<file path="src/rtl/dmem_arbiter.sv">
// rtl/dmem_arbiter.sv - two-port data memory arbiter with read tag pipeline and core stall
module dmem_arbiter #(
    parameter int ADDR_W     = 7,
    parameter int RD_LAT     = 1,
    parameter int STARVE_MAX = 8
) (
    input  logic              i_clk,
    input  logic              i_rst,
    input  logic              i_prio_core,
    input  logic              i_c_req,
    input  logic              i_d_req,
    input  logic              i_c_we,
    input  logic              i_d_we,
    input  logic [ADDR_W-1:0] i_c_addr,
    input  logic [ADDR_W-1:0] i_d_addr,
    input  logic [31:0]       i_c_wdata,
    input  logic [31:0]       i_d_wdata,
    input  logic [3:0]        i_c_strb,
    input  logic [3:0]        i_d_strb,
    output logic              o_c_gnt,
    output logic              o_d_gnt,
    output logic              o_c_rvld,
    output logic              o_d_rvld,
    output logic [31:0]       o_c_rdata,
    output logic [31:0]       o_d_rdata,
    output logic              o_core_stall,
    output logic              o_mem_en,
    output logic              o_mem_we,
    output logic [ADDR_W-1:0] o_mem_addr,
    output logic [31:0]       o_mem_wdata,
    output logic [3:0]        o_mem_strb,
    input  logic [31:0]       i_mem_rdata
);
    localparam int               CNT_W   = $clog2(STARVE_MAX + 1);
    localparam logic [CNT_W-1:0] CNT_MAX = CNT_W'(STARVE_MAX);

    typedef enum logic {
        PORT_CORE = 1'b0,
        PORT_DBG  = 1'b1
    } port_e;

    port_e             last_q, last_d;
    logic [CNT_W-1:0]  starve_q, starve_d;
    logic [RD_LAT-1:0] tag_vld_q, tag_vld_d;
    logic [RD_LAT-1:0] tag_port_q, tag_port_d;
    logic              dbg_wins;
    logic              rd_issue;

    // Only consulted on contention; a lone requester always wins.
    always_comb begin
        if (i_prio_core) begin
            dbg_wins = (starve_q == CNT_MAX);
        end else begin
            dbg_wins = (last_q == PORT_CORE);
        end
    end

    assign o_c_gnt      = ~i_rst & i_c_req & ~(i_d_req & dbg_wins);
    assign o_d_gnt      = ~i_rst & i_d_req & ~(i_c_req & ~dbg_wins);
    assign o_core_stall = ~i_rst & i_c_req & ~o_c_gnt;
    assign o_mem_en     = o_c_gnt | o_d_gnt;

    always_comb begin
        o_mem_we    = 1'b0;
        o_mem_addr  = '0;
        o_mem_wdata = '0;
        o_mem_strb  = '0;
        if (o_c_gnt) begin
            o_mem_we    = i_c_we;
            o_mem_addr  = i_c_addr;
            o_mem_wdata = i_c_wdata;
            o_mem_strb  = i_c_strb;
        end else if (o_d_gnt) begin
            o_mem_we    = i_d_we;
            o_mem_addr  = i_d_addr;
            o_mem_wdata = i_d_wdata;
            o_mem_strb  = i_d_strb;
        end
    end

    assign rd_issue = o_mem_en & ~o_mem_we;

    always_comb begin
        last_d = last_q;
        if (o_c_gnt) begin
            last_d = PORT_CORE;
        end else if (o_d_gnt) begin
            last_d = PORT_DBG;
        end

        if (i_d_req && !o_d_gnt) begin
            starve_d = (starve_q == CNT_MAX) ? starve_q : starve_q + 1'b1;
        end else begin
            starve_d = '0;
        end

        // Stage 0 is the newest tag; the top stage lines up with i_mem_rdata.
        tag_vld_d     = tag_vld_q << 1;
        tag_port_d    = tag_port_q << 1;
        tag_vld_d[0]  = rd_issue;
        tag_port_d[0] = o_d_gnt;
    end

    always_ff @(posedge i_clk) begin
        if (i_rst) begin
            last_q     <= PORT_DBG;
            starve_q   <= '0;
            tag_vld_q  <= '0;
            tag_port_q <= '0;
        end else begin
            last_q     <= last_d;
            starve_q   <= starve_d;
            tag_vld_q  <= tag_vld_d;
            tag_port_q <= tag_port_d;
        end
    end

    assign o_c_rvld  = tag_vld_q[RD_LAT-1] & ~tag_port_q[RD_LAT-1];
    assign o_d_rvld  = tag_vld_q[RD_LAT-1] & tag_port_q[RD_LAT-1];
    assign o_c_rdata = o_c_rvld ? i_mem_rdata : 32'd0;
    assign o_d_rdata = o_d_rvld ? i_mem_rdata : 32'd0;

endmodule

</file>
<file path="config.mk">
export PLATFORM = sky130hd
export DESIGN_NAME = dmem_arbiter
export DESIGN_NICKNAME = d
export VERILOG_FILES = /design/src/rtl/dmem_arbiter.sv
export SDC_FILE = /design/constraint.sdc
export NUM_CORES = 1
export LEC_CHECK = 0
export CORE_AREA = 2 2 92 94
export CTS_BUF_LIST = sky130_fd_sc_hd__clkbuf_8
export CTS_CLUSTER_SIZE = 12
export DETAILED_ROUTE_END_ITERATION = 12
export DIE_AREA = 0 0 94 96
export HOLD_SLACK_MARGIN = 0.03
export PLACE_DENSITY = 0.67
export SYNTH_ARGS = -nofsm -noshare
export SYNTH_HDL_FRONTEND = slang
export SYNTH_SLANG_ARGS = --single-unit
export TNS_END_PERCENT = 1
</file>
<file path="constraint.sdc">
create_clock -name i_clk -period 3.02 [get_ports i_clk]
set_input_delay 0.453 -clock i_clk [delete_from_list [all_inputs] [get_ports i_clk]]
set_output_delay 0.453 -clock i_clk [all_outputs]
set_load 0.005 [all_outputs]
</file>
==> impl_metrics.json <==
{
  "outcome": "finished, final reports clean",
  "finalCritPeriodShare": 0.974,
  "grt_max_degree": 47,
  "slew_headroom": 0.734,
  "n_fill_cell": 790,
  "ctsHoldBuffers": 0,
  "hold_viol": 0,
  "worstPathMaxFanout": 18,
  "fmax_mhz": 340,
  "fin_ws_ns": 0.0780,
  "hpwl_microns": 6530,
  "io_pins": 239,
  "required_ns": 2.57,
  "setup_violations": 0,
  "portBuffers": 238,
  "num_antenna_cells": 0,
  "worst_setup_path_end_kind": "output port",
  "path_clk_slew_ns": 0.04,
  "place_congestion": 0.755,
  "min_period_ns": 2.94,
  "synthTopCellsByCount": "a22o_1 (37), and2_1 (33), and3_1 (33)",
  "drv_cap": 0,
  "synth_top_area_frac": 0.247,
  "synth_area_sq_um": 1310,
  "dpl_cell_area_sq_um": 3820,
  "area_growth_pct": 200,
  "ant_nets": 0,
  "synth.most_common_cell": "a22o_1",
  "fp.dieW_microns": 94,
  "yosysTopAreaCell": "a22o_1",
  "clock_path_buffers": 2,
  "antenna_found_initial": 0,
  "ys_seq_area_frac": 0.107,
  "cts_sinks": 7,
  "grt_pass1_vias": 2084,
  "fin_skew_ns": 0.00116,
  "grt_pass1_wl_microns": 10400,
  "worstSkewPairLatency_ns": 0.23,
  "vias_per_cell": 4.43,
  "start_util": 0.163,
  "first_pass_iters": 4,
  "yosys_warnings": 0,
  "final_nets": 536,
  "hold_ws_ns": 0.479,
  "cts-root-buf": "clkbuf_8",
  "synth_edf_count": 0,
  "syn_inst": 173,
  "dpl_worst_slack_ns": 0.0467,
  "core-area_sq_um": 8050,
  "die_h_microns": 96,
  "crit_type": "reg2out",
  "rows": 33,
  "synth_cell_types": 29,
  "ir_drop_v": 0.000101,
  "synth-seq-cells": 7,
  "cts_tree": "built",
  "die-area_sq_um": 9020,
  "track_usage": 0.148,
  "arrival_ns": 2.49,
  "finalSetupTns_ns": 0,
  "slew_viol_final": 0,
  "syn_nets": 300,
  "min_path_type": "reg2reg",
  "drt-initial-drc-count": 24,
  "crit_path_start_kind": "flip-flop",
  "rr_worst_depth": 7,
  "vias": 2272,
  "seq_area_sq_um": 143,
  "tightest_slew_ns": 0.399,
  "pwr_density_cell_nw_per_um2": 169,
  "cts-buffers-inserted": 3,
  "async_reset_ff_frac": 0,
  "synth_area_leaders": "a22o_1 (25%), and2_1 (16%), and3_1 (16%), dfxtp_1 (11%), a22o_2 (6.1%)",
  "rsz0062_at_grt": "false",
  "finalWirelength_microns": 7870,
  "cts_htree_levels": 1,
  "worstHoldPathCells": 2,
  "leakage_nw": 1.69,
  "fin_area_sq_um": 3930,
  "layout-drive-gt1-share": 0.0711,
  "synth_flop_cell": "dfxtp_1",
  "wl_per_cell_microns": 15.3,
  "overflow": 0,
  "multi_input_area_sq_um": 1060,
  "postLayoutCoreUtil": 0.488,
  "drc": 0,
  "syn_area_per_cell_sq_um": 7.57
}
-- cells in the final DEF, fill, tap and decap left out, types with 3 or more instances in the layout --
| cell type | Yosys | layout |
|---|---|---|
| a21oi_1 | 4 | 3 |
| a22o_1 | 37 | 37 |
| a22o_2 | 8 | 8 |
| and2_1 | 33 | 33 |
| and3_1 | 33 | 33 |
| buf_4 | 0 | 8 |
| clkbuf_8 | 0 | 3 |
| clkdlybuf4s50_1 | 0 | 231 |
| dfxtp_1 | 7 | 5 |
| dlymetal6s2s_1 | 0 | 7 |
| inv_1 | 5 | 6 |
| nor2_1 | 5 | 5 |
-- area by class of cell --
type,instances,share of cell area
multi-input combinational,143,0.271
timing repair buffer,249,0.643
clock buffer,3,0.0105
inverter,5,0.00478
sequential,7,0.0363
clock inverter,1,0.000956
tap,105,0.0335
-- per-layer routing --
layer,up-vias,global-route usage,wire [microns]
li1,1116,-,-
met5,-,0,0
met3,9,0.0368,794
met4,0,0.0483,133
met1,1000,0.154,2720
met2,147,0.288,4220
-- critical path: stages, from the launching register on --
cell	delay [ns]
dfxtp_2	0.34
inv_1	0.06
ha_1	0.21
and3b_2	0.25
a2111oi_4	0.34
buf_4	0.21
buf_12	0.15
a22o_1	0.15
clkdlybuf4s50_1	0.54
-- metrics by stage --
step | total power, W | std cells
floorplan | 0.000211 | 173
global placement | 0.000532 | 507
detailed placement | 0.000535 | 507
CTS | 0.000666 | 511
global route | 0.000704 | 513
finish | 0.000664 | 513
-- timing repair --
action / CTS / global route
endpoints found under the hold margin: 0 / 0
setup endpoints to repair: 0 / 20
buffers inserted: 0 / 1
resized for setup: 0 / 11
-- final timing paths --
check	end	startpoint	slack [ns]
worst min-delay path	starve_q[1]	starve_q[1]	0.48
worst max register to register	tag_vld_q	starve_q[0]	1.23
worst min register to register	starve_q[1]	starve_q[1]	0.48
worst max-delay path	o_mem_strb[2]	starve_q[0]	0.08
-- registers in the layout, indices dropped and copies added (netlist names) --
register    flops
tag_port_q      1
starve_q        4
last_q          1
tag_vld_q       1
-- power by group --
group | switching [W] | internal [W] | total [W] | leakage, nW
sequential | 0.00000243 | 0.0000962 | 0.0000986 | 0.0582
clock | 0.0000425 | 0.0000880 | 0.000130 | 0.0269
combinational | 0.000131 | 0.000304 | 0.000434 | 1.61
total | 0.000176 | 0.000488 | 0.000664 | 1.69
-- logic make-up after synthesis --
logic type,count (synthesis),share of synthesized area
buf+inv,23,0.0946
simple gates,83,0.390
compound gates,56,0.376
xor+xnor,2,0.0134
flops,7,0.107
fa+ha+maj,2,0.0191
Power figures use the tool's default switching activity.
